`config.mk`:
```
export PLATFORM = sky130hd
export DESIGN_NAME = addsub_clip_stream
export DESIGN_NICKNAME = d
export VERILOG_FILES = /design/src/rtl/addsub_clip_stream.sv
export SDC_FILE = /design/constraint.sdc
export NUM_CORES = 1
export LEC_CHECK = 0
export CORE_MARGIN = 4
export CORE_UTILIZATION = 40
export CTS_CLUSTER_SIZE = 16
export DETAILED_ROUTE_END_ITERATION = 10
export HOLD_SLACK_MARGIN = 0.08
export PLACE_DENSITY = 0.68
export SLEW_MARGIN = 10
export SYNTH_ARGS = -nofsm -noshare
export SYNTH_HDL_FRONTEND = slang
export SYNTH_SLANG_ARGS = --single-unit
```
`constraint.sdc`:
```
create_clock -name clk -period 1.68 [get_ports clk]
set_input_delay 0.252 -clock clk [delete_from_list [all_inputs] [get_ports clk]]
set_output_delay 0.252 -clock clk [all_outputs]
set_load 0.01 [all_outputs]
```
`src/rtl/addsub_clip_stream.sv`:
```
// addsub_clip_stream
// Multi-channel signed add/subtract with saturation to WIDTH bits, behind a
// two-stage valid/ready pipeline:
//   stage 1 : full-precision (WIDTH+1) add or subtract per channel
//   stage 2 : clip to WIDTH bits, register sum/clip/out_valid
// Channels are packed LSB-first (channel k = bits [k*WIDTH +: WIDTH]) and are
// fully independent; the add/sub select applies to every channel of a beat.
// Sticky per-channel clip flags record clipped beats that were actually
// handed off downstream.
//
// Optional feature macro: ADDSUB_CLIP_STATS_EN
//   defined   -> clip_count port and saturating clipped-beat counter present
//   undefined -> no clip_count port, no counter logic

module addsub_clip_stream #(
    parameter int WIDTH     = 16,
    parameter int NCH       = 2,
    parameter int CNT_WIDTH = 16
) (
    input  logic                   clk,
    input  logic                   rst_n,
    input  logic [NCH*WIDTH-1:0]   in1,
    input  logic [NCH*WIDTH-1:0]   in2,
    input  logic                   in_sub,
    input  logic                   in_valid,
    output logic                   in_ready,
    output logic [NCH*WIDTH-1:0]   sum,
    output logic [NCH-1:0]         clip,
    output logic                   out_valid,
    input  logic                   out_ready,
    input  logic                   clr_flags,
    output logic [NCH-1:0]         clip_flag
`ifdef ADDSUB_CLIP_STATS_EN
    ,
    output logic [CNT_WIDTH-1:0]   clip_count
`endif
);

    localparam int EW = WIDTH + 1;   // extended (full-precision) width

    // ------------------------------------------------------------------
    // Saturation helper.
    // Input is a WIDTH+1 bit two's-complement result. The value fits in
    // WIDTH bits exactly when the top two bits agree; otherwise the top bit
    // tells the direction of overflow. Returns {clipped, value[WIDTH-1:0]}.
    // ------------------------------------------------------------------
    function automatic logic [WIDTH:0] sat_fn(input logic [WIDTH:0] r);
        logic [WIDTH:0] res;
        if (r[WIDTH] != r[WIDTH-1]) begin
            if (r[WIDTH] == 1'b0) begin
                // positive overflow -> MAX = 0111..1
                res = {1'b1, 1'b0, {(WIDTH-1){1'b1}}};
            end else begin
                // negative overflow -> MIN = 1000..0
                res = {1'b1, 1'b1, {(WIDTH-1){1'b0}}};
            end
        end else begin
            res = {1'b0, r[WIDTH-1:0]};
        end
        return res;
    endfunction

    // ------------------------------------------------------------------
    // Pipeline state
    // ------------------------------------------------------------------
    logic                   s1_valid_q;
    logic [NCH*EW-1:0]      s1_res_q;
    logic [NCH*EW-1:0]      s1_res_d;

    logic                   out_valid_q;
    logic [NCH*WIDTH-1:0]   sum_q;
    logic [NCH*WIDTH-1:0]   sum_d;
    logic [NCH-1:0]         clip_q;
    logic [NCH-1:0]         clip_d;

    logic [NCH-1:0]         clip_flag_q;
    logic [NCH-1:0]         clip_flag_d;

    logic                   s1_adv;
    logic                   s2_adv;
    logic                   out_hs;

    logic [EW-1:0]          a_ext;
    logic [EW-1:0]          b_ext;
    logic [EW-1:0]          sat_v;

    // Advance chain: an empty or draining stage 2 pulls stage 1, and an
    // empty or advancing stage 1 accepts a new beat. No skid buffer, so
    // in_ready follows out_ready combinationally.
    assign s2_adv   = !out_valid_q || out_ready;
    assign s1_adv   = !s1_valid_q || s2_adv;
    assign in_ready = s1_adv;
    assign out_hs   = out_valid_q && out_ready;

    assign out_valid = out_valid_q;
    assign sum       = sum_q;
    assign clip      = clip_q;
    assign clip_flag = clip_flag_q;

    // Stage 1 datapath: sign-extend each channel and add or subtract at
    // full precision so no intermediate overflow is possible.
    always_comb begin
        s1_res_d = '0;
        a_ext    = '0;
        b_ext    = '0;
        for (int k = 0; k < NCH; k++) begin
            a_ext = {in1[k*WIDTH+WIDTH-1], in1[k*WIDTH +: WIDTH]};
            b_ext = {in2[k*WIDTH+WIDTH-1], in2[k*WIDTH +: WIDTH]};
            if (in_sub) begin
                s1_res_d[k*EW +: EW] = a_ext - b_ext;
            end else begin
                s1_res_d[k*EW +: EW] = a_ext + b_ext;
            end
        end
    end

    // Stage 2 datapath: clip every channel of the stage-1 result.
    always_comb begin
        sum_d  = '0;
        clip_d = '0;
        sat_v  = '0;
        for (int k = 0; k < NCH; k++) begin
            sat_v                  = sat_fn(s1_res_q[k*EW +: EW]);
            sum_d[k*WIDTH +: WIDTH] = sat_v[WIDTH-1:0];
            clip_d[k]              = sat_v[WIDTH];
        end
    end

    // Sticky flag next state: a handshaken clipped beat sets its channel's
    // flag; clr_flags wipes the rest, and a set in the same cycle wins.
    always_comb begin
        clip_flag_d = clip_flag_q;
        if (clr_flags) begin
            clip_flag_d = '0;
        end else begin
            clip_flag_d = clip_flag_q;
        end
        if (out_hs) begin
            clip_flag_d = clip_flag_d | clip_q;
        end else begin
            clip_flag_d = clip_flag_d;
        end
    end

    // Pipeline registers: stage 1 loads on s1_adv, stage 2 on s2_adv;
    // data registers only capture when a valid beat moves in, so a stalled
    // output holds sum/clip/out_valid untouched.
    always_ff @(posedge clk or negedge rst_n) begin
        if (!rst_n) begin
            s1_valid_q  <= 1'b0;
            s1_res_q    <= '0;
            out_valid_q <= 1'b0;
            sum_q       <= '0;
            clip_q      <= '0;
        end else begin
            if (s1_adv) begin
                s1_valid_q <= in_valid;
                if (in_valid) begin
                    s1_res_q <= s1_res_d;
                end
            end
            if (s2_adv) begin
                out_valid_q <= s1_valid_q;
                if (s1_valid_q) begin
                    sum_q  <= sum_d;
                    clip_q <= clip_d;
                end
            end
        end
    end

    // Sticky clip flag register.
    always_ff @(posedge clk or negedge rst_n) begin
        if (!rst_n) begin
            clip_flag_q <= '0;
        end else begin
            clip_flag_q <= clip_flag_d;
        end
    end

`ifdef ADDSUB_CLIP_STATS_EN
    localparam logic [CNT_WIDTH-1:0] CNT_MAX = {CNT_WIDTH{1'b1}};
    localparam logic [CNT_WIDTH-1:0] CNT_ONE = {{(CNT_WIDTH-1){1'b0}}, 1'b1};

    logic [CNT_WIDTH-1:0] clip_count_q;
    logic [CNT_WIDTH-1:0] clip_count_d;
    logic                 cnt_inc;

    // At most one count per beat, regardless of how many channels clipped.
    assign cnt_inc    = out_hs && (|clip_q);
    assign clip_count = clip_count_q;

    // Counter next state: clear restarts from the current beat (0 or 1),
    // otherwise increment and saturate at all-ones.
    always_comb begin
        clip_count_d = clip_count_q;
        if (clr_flags) begin
            if (cnt_inc) begin
                clip_count_d = CNT_ONE;
            end else begin
                clip_count_d = '0;
            end
        end else if (cnt_inc && (clip_count_q != CNT_MAX)) begin
            clip_count_d = clip_count_q + CNT_ONE;
        end else begin
            clip_count_d = clip_count_q;
        end
    end

    // Clipped-beat counter register.
    always_ff @(posedge clk or negedge rst_n) begin
        if (!rst_n) begin
            clip_count_q <= '0;
        end else begin
            clip_count_q <= clip_count_d;
        end
    end
`endif

endmodule

```
==> impl_metrics.toml, run 1 <==
[run_status]
status = "complete, but fails checks"
violations = "negative setup slack"

[finish]
final_cells = 1079
multi_input_area_um2 = 4229
drive_above_1_share_pct = 42.67
diodes = 0
fin_nets = 1013
layout_commonest_cell = "buf_4"
area.sequential_um2 = 1802
synthToLayoutAreaGrowth_pct = 83.38
n_fill_cell = 825
final_cell_mix = "buf_4 (154), nand2_1 (85), clkdlybuf4s50_1 (75), dfrtp_1 (72), o21ai_0 (43)"
fin_util_pct = 74.48

[worst_setup_path]
crit_fanout = 4
r2r-end = "s1_res_q[31]$_DFFE_PN0P_"
critPathArrivalTime_ns = 2.74
r2r_slack_ns = 0.12
slowest_stage = "or4_4"
setup.worst_path.end_class = "flop"
r2r-start = "s1_valid_q$_DFFE_PN0N_"
slowest_delay_ns = 0.55
crit_required_ns = 1.89
rr_worst_depth = 7
cp_num_buf_inv = 1
cp_top_family = "simple AND/OR/NAND/NOR gates"
worstSetupPathType = "input pin to flop"
crit_chain = "buf_6, or4_4, nor4b_4, a21oi_1, xnor2_1, ha_1, nand4_1, o31ai_1, xor2_1, o21ai_1"
start_kind = "input pin"

[cts]
root_buffer = "clkbuf_16"
h-tree-depth = 3
cts_tree = "yes"
cts.sinks = 72
clkTransAtPathRegs_ns = 0.06
cts_made_buffers = 9
clk_latency_ns = 0.32
clk_path_buf_depth = 2

[sta]
drv_slew = 0
max_slew.worst_pin.slew_ns = 0.4573
fin_crit_ns = 2.531
fin_setup_tns_ns = -14.44
setup_viol = 27
rsz0062_at_grt = "yes"
hold_viol_final = 0
skew_ns = 0.004626
max_slew_margin_pct = 69.28
whs_ns = 0.4506
post-route-period-util_pct = 150.7
clock.fmax_ghz = 0.3950
setup_slack_ns = -0.8515

[place]
gp_congestion = 0.8521
place_ws_ns = -1.498
io_buffers = 107
dpl.cell_count = 1022
dpl.hpwl_um = 11560

[global_routing]
antenna_found_initial = 0
grt.met1_usage_pct = 30.38
grt_pass1_wl_um = 27770
grt_pass1_vias = 5888
met2_usage_pct = 38.10
overflow = 0
grt_use_met3_pct = 3.543
grtUsageTotal_pct = 22.84
grt_max_degree = 73
grt_busiest_layer = "met2"

[logic_synthesis]
async_reset_ff_share_pct = 100.0
yosysWarningCount = 0
syn_inst = 622
synth_flop_cell = "dfrtp_1"
synth_area_per_cell_um2 = 8.207
yosysUniqueCellTypes = 53
synth-seq-cells = 72
syn-num-nets = 732
ys_seq_area_share_pct = 35.29
synth-edff-count = 0
syn_area_um2 = 5105

[drt]
postRouteAntennaNets = 0
drt_iter0_markers = 519
vias = 5908
post-route-drc-count = 0
wl_um = 19010
vias_per_cell = 5.475
dr.pass1.iters = 5
wl_per_cell_um = 17.61

[die]
die_w_um = 121.0
rows = 41
core_um2 = 12570
die_h_um = 121.0
die-area_um2 = 14630
initial_core_util_pct = 40.62
io_pins = 108

[hold_path]
whs_path_depth = 4
hold_class = "input pin to flop"
holdPathEnd = "s1_res_q[0]$_DFFE_PN0P_"
hp-start = "in2[0]"

[power_and_ir_drop]
p_per_area_nw_per_um2 = 1058
seqPwrFrac_pct = 28.0
intPower_mw = 6.348
p_sw_mw = 3.556
vdd_drop_max_v = 0.0005749
clkPwrFrac_pct = 19.7
combPwrFrac_pct = 52.3
leakagePower_nw = 4.077
power.share.switching_pct = 35.91

[job]
maxCapViolations = 0
==> repair_timing <==
action                     CTS  global route
gates resized for setup    235            96
buffers inserted            34            17
setup endpoints to repair   33            28
pin swaps                  120           119
hold endpoints to repair    72             0
gates cloned                 1             0
hold buffers                 1             0
==> final cells by class <==
type / instances / share of cell area (%)
multi-input cells: 501 / 45.18
repair buffers: 300 / 29.18
flip-flops and latches: 72 / 19.25
clock buffers: 11 / 2.486
well taps: 172 / 2.299
inverters: 19 / 0.8688
clock inverters: 4 / 0.7485
==> cell families after synthesis <==
group                    count (synthesis)  synth area share, %
AO/OA/AOI/OAI                          207                24.19
AND/OR/NAND/NOR                        204                17.82
flip-flops                              72                35.29
buffers and inverters                   49                3.676
XOR/XNOR                                47                8.333
adder cells (fa/ha/maj)                 40                10.10
multiplexers                             3               0.5883
==> stage by stage <==
| stage | cell area, um2 | power (mW) |
|---|---|---|
| after floorplan | 5411 | 4.867 |
| after global placement | 7699 | 6.879 |
| after detailed placement | 7699 | 7.038 |
| after CTS | 8835 | 9.464 |
| after global routing | 9361 | 10.51 |
| final | 9361 | 9.904 |
==> worst register-to-register path: stages (launching register included) <==
cell      delay, ns
dfrtp_1        0.38
nand3b_1       0.11
buf_4          0.15
nand2_2        0.15
buf_4          0.25
nor2_1         0.07
a21oi_1        0.18
o311ai_2       0.13
==> worst max-delay path by stage <==
stage | from | to | depth (start not counted)
floorplan | in_sub | s1_res_q[33]$_DFFE_PN0P_ | 11
global placement | in_sub | s1_res_q[29]$_DFFE_PN0P_ | 12
detailed placement | in2[17] | s1_res_q[33]$_DFFE_PN0P_ | 14
CTS | in2[9] | s1_res_q[15]$_DFFE_PN0P_ | 12
global route | in2[8] | s1_res_q[16]$_DFFE_PN0P_ | 14
finish | in2[9] | s1_res_q[16]$_DFFE_PN0P_ | 10
==> registers in the layout, indices dropped and copies added (netlist names) <==
name / flops
clip: 2
clip_flag: 2
out_valid: 1
s1_res_q: 34
s1_valid_q: 1
sum: 32
==> cells in the mapped netlist (10+ instances only) <==
cell type	instances	area [um2]
inv_1	19	71.32
clkbuf_1	24	90.09
ha_1	38	475.5
dfrtp_1	72	1802
a21oi_1	62	310.3
nor3_1	13	65.06
nand3_1	13	65.06
nand2_1	90	337.8
xnor2_1	33	289.0
xor2_1	13	113.9
nor2_1	53	198.9
a211oi_1	10	75.07
o21ai_0	74	370.4
==> power by group through the flow <==
stage               Combinational (mW)  Clock, mW  Sequential [mW]
floorplan                         1.96          0             2.90
global placement                  4.10          0             2.78
detailed placement                4.24          0             2.80
CTS                               4.71       1.97             2.78
global route                      5.58       2.07             2.86
finish                            5.18       1.95             2.78
==> per-layer routing <==
| layer | share of wire, % | wire length, um |
|---|---|---|
| met4 | 3.5 | 672 |
| met3 | 5.5 | 1047 |
| met5 | 0 | 0 |
| met2 | 49 | 9243 |
| met1 | 42 | 8042 |
No activity file was read; power rests on OpenSTA's default activity.
==> run 2, diff against run 1 <==
--- a/config.mk
+++ b/config.mk
@@ -5,6 +5,7 @@
 export SDC_FILE = /design/constraint.sdc
 export NUM_CORES = 1
 export LEC_CHECK = 0
+export CORE_ASPECT_RATIO = 1.25
 export CORE_MARGIN = 4
 export CORE_UTILIZATION = 40
 export CTS_CLUSTER_SIZE = 16
==> impl_metrics.toml, run 2 (synthesis results as in run 1) <==
[place]
dpl.hpwl_um = 11400
io_buffers = 107
dpl.cell_count = 1016
gp_congestion = 0.8660

[power_and_ir_drop]
vdd_drop_max_v = 0.0005891
p_per_area_nw_per_um2 = 1058
leakagePower_nw = 4.120

[drt]
vias = 5862
post-route-drc-count = 0
drt_iter0_markers = 428
vias_per_cell = 5.413
wl_um = 18550
dr.pass1.iters = 5
wl_per_cell_um = 17.13
postRouteAntennaNets = 0

[run_status]
violations = "negative setup slack"
status = "complete, but fails checks"

[worst_setup_path]
crit_fanout = 3
slowest_delay_ns = 0.36
cp_num_buf_inv = 3
crit_chain = "buf_8, inv_4, ha_4, nand2b_4, buf_6, nor4b_4, nor2_1, xnor2_1, ha_2, a21o_1, a21o_1, a21o_1, nand3_2, o21a_1, o311ai_1"
r2r_slack_ns = 0.03
worstSetupPathType = "input pin to flop"
setup.worst_path.end_class = "flop"
start_kind = "input pin"
cpMostUsedCell = "a21o_1"
cp_top_family = "compound AO/OA/AOI/OAI gates"
slowest_stage = "ha_2"
crit_required_ns = 1.89
critPathArrivalTime_ns = 2.67

[sta]
fin_setup_tns_ns = -13.50
max_slew.worst_pin.slew_ns = 0.4919
setup_slack_ns = -0.7745
setup_viol = 27
skew_ns = 0.004203
whs_ns = 0.4239
max_slew_margin_pct = 67.21
hold_viol_final = 0
post-route-period-util_pct = 146.1
drv_slew = 0
fin_crit_ns = 2.454
rsz0062_at_grt = "yes"
clock.fmax_ghz = 0.4074

[global_routing]
grtUsageTotal_pct = 21.36
antenna_found_initial = 0
grt_pass1_vias = 5680
overflow = 0
grt_max_degree = 34
grt_pass1_wl_um = 25630

[hold_path]
hold_class = "input pin to asynchronous set/reset pin"

[finish]
final_cell_mix = "buf_4 (160), nand2_1 (82), clkdlybuf4s50_1 (75), dfrtp_1 (72), o21ai_0 (42)"
final_cells = 1083
multi_input_area_um2 = 4168
fin_util_pct = 76.46
largest_reg_flops = 34
area.sequential_um2 = 1802
diodes = 0
synthToLayoutAreaGrowth_pct = 84.68
n_fill_cell = 715
layout_commonest_cell = "buf_4"
drive_above_1_share_pct = 43.63
top_register = "s1_res_q"
fin_nets = 1025

[cts]
clk_path_buf_depth = 2
cts_tree = "yes"
cts_made_buffers = 9
clk_latency_ns = 0.33
clkTransAtPathRegs_ns = 0.06
root_buffer = "clkbuf_16"
cts.sinks = 72
h-tree-depth = 3

[die]
initial_core_util_pct = 41.40
die_w_um = 109.0
die-area_um2 = 14650
rows = 45
io_pins = 108
core_um2 = 12330
die_h_um = 134.3

[job]
maxCapViolations = 0
## run 2: cell count changes in the layout (fill, tap and decap cells not counted), moves of 5 or more
cell and delta:
buf_6 +5, ha_4 -5, ha_1 +5, buf_4 +6
a21oi_2 +6, a21oi_4 -5
## run 2: through the flow
stage / power (mW) / worst slack [ns] / area, um2
after floorplan: 4.867 / -0.8553 / 5411
after global routing: 10.58 / -0.8891 / 9428
after global placement: 6.883 / -1.354 / 7729
after CTS: 9.467 / -0.8118 / 8845
final: 9.976 / -0.7745 / 9428
after detailed placement: 7.018 / -1.444 / 7729
## run 2: path summary, 6_finish.rpt
| check | startpoint | endpoint | cells past startpoint |
|---|---|---|---|
| max reg2reg | s1_valid_q$_DFFE_PN0N_ | s1_res_q[15]$_DFFE_PN0P_ | 6 |
| min in group clk | in2[0] | s1_res_q[0]$_DFFE_PN0P_ | 4 |
| max | in2[1] | s1_res_q[13]$_DFFE_PN0P_ | 15 |
| min reg2reg | sum[16]$_DFFE_PN0P_ | sum[16]$_DFFE_PN0P_ | 2 |
| min | rst_n | s1_res_q[11]$_DFFE_PN0P_ | 2 |
| max in group asynchronous | rst_n | s1_res_q[30]$_DFFE_PN0P_ | 3 |
## run 2: final cells by class
cell class	count	share of cell area, %
Multi-Input combinational cell	501	44.21
Inverter	19	0.8626
Timing Repair Buffer	312	30.25
Clock inverter	5	0.8626
Sequential cell	72	19.11
Clock buffer	10	2.535
Tap cell	164	2.177
## run 2: power by group
part / internal, mW / total, mW / switching, mW
Combinational: 2.73 / 5.20 / 2.47
Sequential: 2.38 / 2.77 / 0.392
Clock: 1.33 / 2.01 / 0.678
Total: 6.44 / 9.98 / 3.54
## run 2: what timing repair did
| action | 4_1_cts | 5_1_grt |
|---|---|---|
| hold buffers | 1 | 0 |
| endpoints found under the hold margin | 17 | 0 |
| setup buffers | 40 | 18 |
| endpoints found under the setup margin | 33 | 28 |
| cloned | 0 | 0 |
| gates resized for setup | 237 | 112 |
| pin swaps | 108 | 115 |
## run 2: worst reg2reg max path: stages (launching register included)
cell	delay [ns]
dfrtp_1	0.37
nand3b_1	0.12
buf_4	0.15
and2_1	0.26
and3_1	0.23
a221oi_1	0.27
nand3_1	0.12
## run 2: routing by layer
| layer | vias up | track usage (%) | part of all wire, % |
|---|---|---|---|
| li1 | 2813 | - | - |
| met1 | 2745 | 26.90 | 41 |
| met3 | 64 | 2.215 | 4.5 |
| met4 | 0 | 6.316 | 3.8 |
| met2 | 240 | 38.11 | 51 |
| met5 | - | 0 | 0 |
==> run 3, diff against run 2 <==
--- a/config.mk
+++ b/config.mk
@@ -5,13 +5,14 @@
 export SDC_FILE = /design/constraint.sdc
 export NUM_CORES = 1
 export LEC_CHECK = 0
+export ABC_CLOCK_PERIOD_IN_PS = 2850
 export CORE_ASPECT_RATIO = 1.25
 export CORE_MARGIN = 4
 export CORE_UTILIZATION = 40
 export CTS_CLUSTER_SIZE = 16
 export DETAILED_ROUTE_END_ITERATION = 10
 export HOLD_SLACK_MARGIN = 0.08
-export PLACE_DENSITY = 0.68
+export PLACE_DENSITY = 0.65
 export SLEW_MARGIN = 10
 export SYNTH_ARGS = -nofsm -noshare
 export SYNTH_HDL_FRONTEND = slang
==> constraint.sdc (replaced) <==
create_clock -name clk -period 2.85 [get_ports clk]
set_input_delay 0.4275 -clock clk [delete_from_list [all_inputs] [get_ports clk]]
set_output_delay 0.4275 -clock clk [all_outputs]
set_load 0.01 [all_outputs]
==> impl_metrics.toml, run 3 (synthesis results as in run 1) <==
[sta]
fin_crit_ns = 2.735
rsz0062_at_grt = "yes"
hold_viol_final = 0
setup_viol = 0
skew_ns = 0.005295
max_slew_margin_pct = 44.79
post-route-period-util_pct = 95.97
drv_slew = 0
clock.fmax_ghz = 0.3656
whs_ns = 0.2049
max_slew.worst_pin.slew_ns = 0.8282

[finish]
final_area_um2 = 8063
final_cell_mix = "buf_4 (139), nand2_1 (89), clkdlybuf4s50_1 (85), dfrtp_1 (72), o21ai_0 (63)"
layout_commonest_cell = "buf_4"
synthToLayoutAreaGrowth_pct = 57.94
largest_reg_flops = 34
top_register = "s1_res_q"
diodes = 0
fin_nets = 964
drive_above_1_share_pct = 25.87

[drt]
post-route-drc-count = 0
wl_um = 13610
vias_per_cell = 5.076
dr.pass1.iters = 4
drt_iter0_markers = 240
postRouteAntennaNets = 0
vias = 5188
wl_per_cell_um = 13.32

[place]
io_buffers = 107
placed_area_um2 = 7268
gp_congestion = 0.8652
dpl.hpwl_um = 10820

[power_and_ir_drop]
p_per_area_nw_per_um2 = 649.1
leakagePower_nw = 3.626
vdd_drop_max_v = 0.0003538

[worst_setup_path]
critPathArrivalTime_ns = 2.93
start_kind = "input pin"
crit_required_ns = 3.05
cpMostUsedCell = "a21oi_2"
cp_top_family = "simple AND/OR/NAND/NOR gates"
slowest_stage = "or4_4"
worstSetupPathType = "input pin to flop"
slowest_delay_ns = 0.44
cp_num_buf_inv = 1
setup.worst_path.end_class = "flop"
crit_chain = "clkdlybuf4s50_1, or4_4, nor4b_4, nor2_1, xnor2_1, ha_2, a21oi_2, o21bai_1, a21oi_2, nor3_1, a221oi_1, nand3_1"
crit_fanout = 3

[run_status]
status = "complete, no violations"

[cts]
cts_tree = "yes"
clk_path_buf_depth = 2
cts.sinks = 72
root_buffer = "clkbuf_16"
cts_made_buffers = 9
clk_latency_ns = 0.33
clkTransAtPathRegs_ns = 0.05
h-tree-depth = 3

[global_routing]
grt_pass1_wl_um = 23200
antenna_found_initial = 0
grtUsageTotal_pct = 19.05
grt_max_degree = 39
grt_pass1_vias = 5115
overflow = 0

[job]
maxCapViolations = 0

[die]
initial_core_util_pct = 41.40
io_pins = 108
die_h_um = 134.3
die_w_um = 109.0
core_um2 = 12330
die-area_um2 = 14650
rows = 45

[hold_path]
hold_class = "input pin to asynchronous set/reset pin"
[run 3: power by group]
| part | switching [mW] | total, mW | internal (mW) |
|---|---|---|---|
| Clock | 0.376 | 1.12 | 0.740 |
| Sequential | 0.227 | 1.63 | 1.40 |
| Combinational | 1.18 | 2.49 | 1.31 |
| Total | 1.79 | 5.23 | 3.45 |
[run 3: repair_timing]
action	4_1_cts	5_1_grt
endpoints found under the setup margin	16	14
hold buffers	0	0
pin swaps	34	39
setup buffers	10	4
resized for setup	70	43
[run 3: per-stage QoR]
| step | std cells | total power, mW | worst slack, ns | setup TNS [ns] | util (%) |
|---|---|---|---|---|---|
| after CTS | 1018 | 5.221 | -0.03471 | -0.03471 | 63.70 |
| after floorplan | 622 | 2.777 | 0.001940 | 0 | - |
| after global routing | 1022 | 5.639 | -0.03005 | -0.09567 | 65.39 |
| after detailed placement | 993 | 3.992 | -0.6567 | -9.471 | 58.94 |
| after global placement | 993 | 3.921 | -0.5527 | -7.898 | 58.94 |
| final | 1022 | 5.233 | 0.1150 | 0 | 65.39 |
[run 3: final cells by class]
type | count | area [um2]
inverters | 19 | 71.32
clock buffers | 12 | 266.5
clock inverters | 3 | 40.04
multi-input cells | 501 | 3498
flip-flops and latches | 72 | 1802
repair buffers | 251 | 2180
fillers | 997 | 4268
well taps | 164 | 205.2
[run 3: worst paths after layout]
kind	startpoint	endpoint	slack, ns	cells past startpoint
min in group clk	sum[0]$_DFFE_PN0P_	sum[0]$_DFFE_PN0P_	0.48	2
min reg2reg	sum[0]$_DFFE_PN0P_	sum[0]$_DFFE_PN0P_	0.48	2
min	rst_n	s1_res_q[0]$_DFFE_PN0P_	0.20	1
max	in2[11]	s1_res_q[15]$_DFFE_PN0P_	0.11	12
max in group asynchronous	rst_n	s1_res_q[7]$_DFFE_PN0P_	1.97	2
max reg2reg	out_valid$_DFFE_PN0P_	s1_res_q[25]$_DFFE_PN0P_	1.04	6
[run 3: routing by layer]
layer / wire length [um] / global-route usage (%)
met1: 6349 / 25.82
met2: 6551 / 31.56
met3: 515 / 2.648
met4: 194 / 5.404
met5: 0 / 0
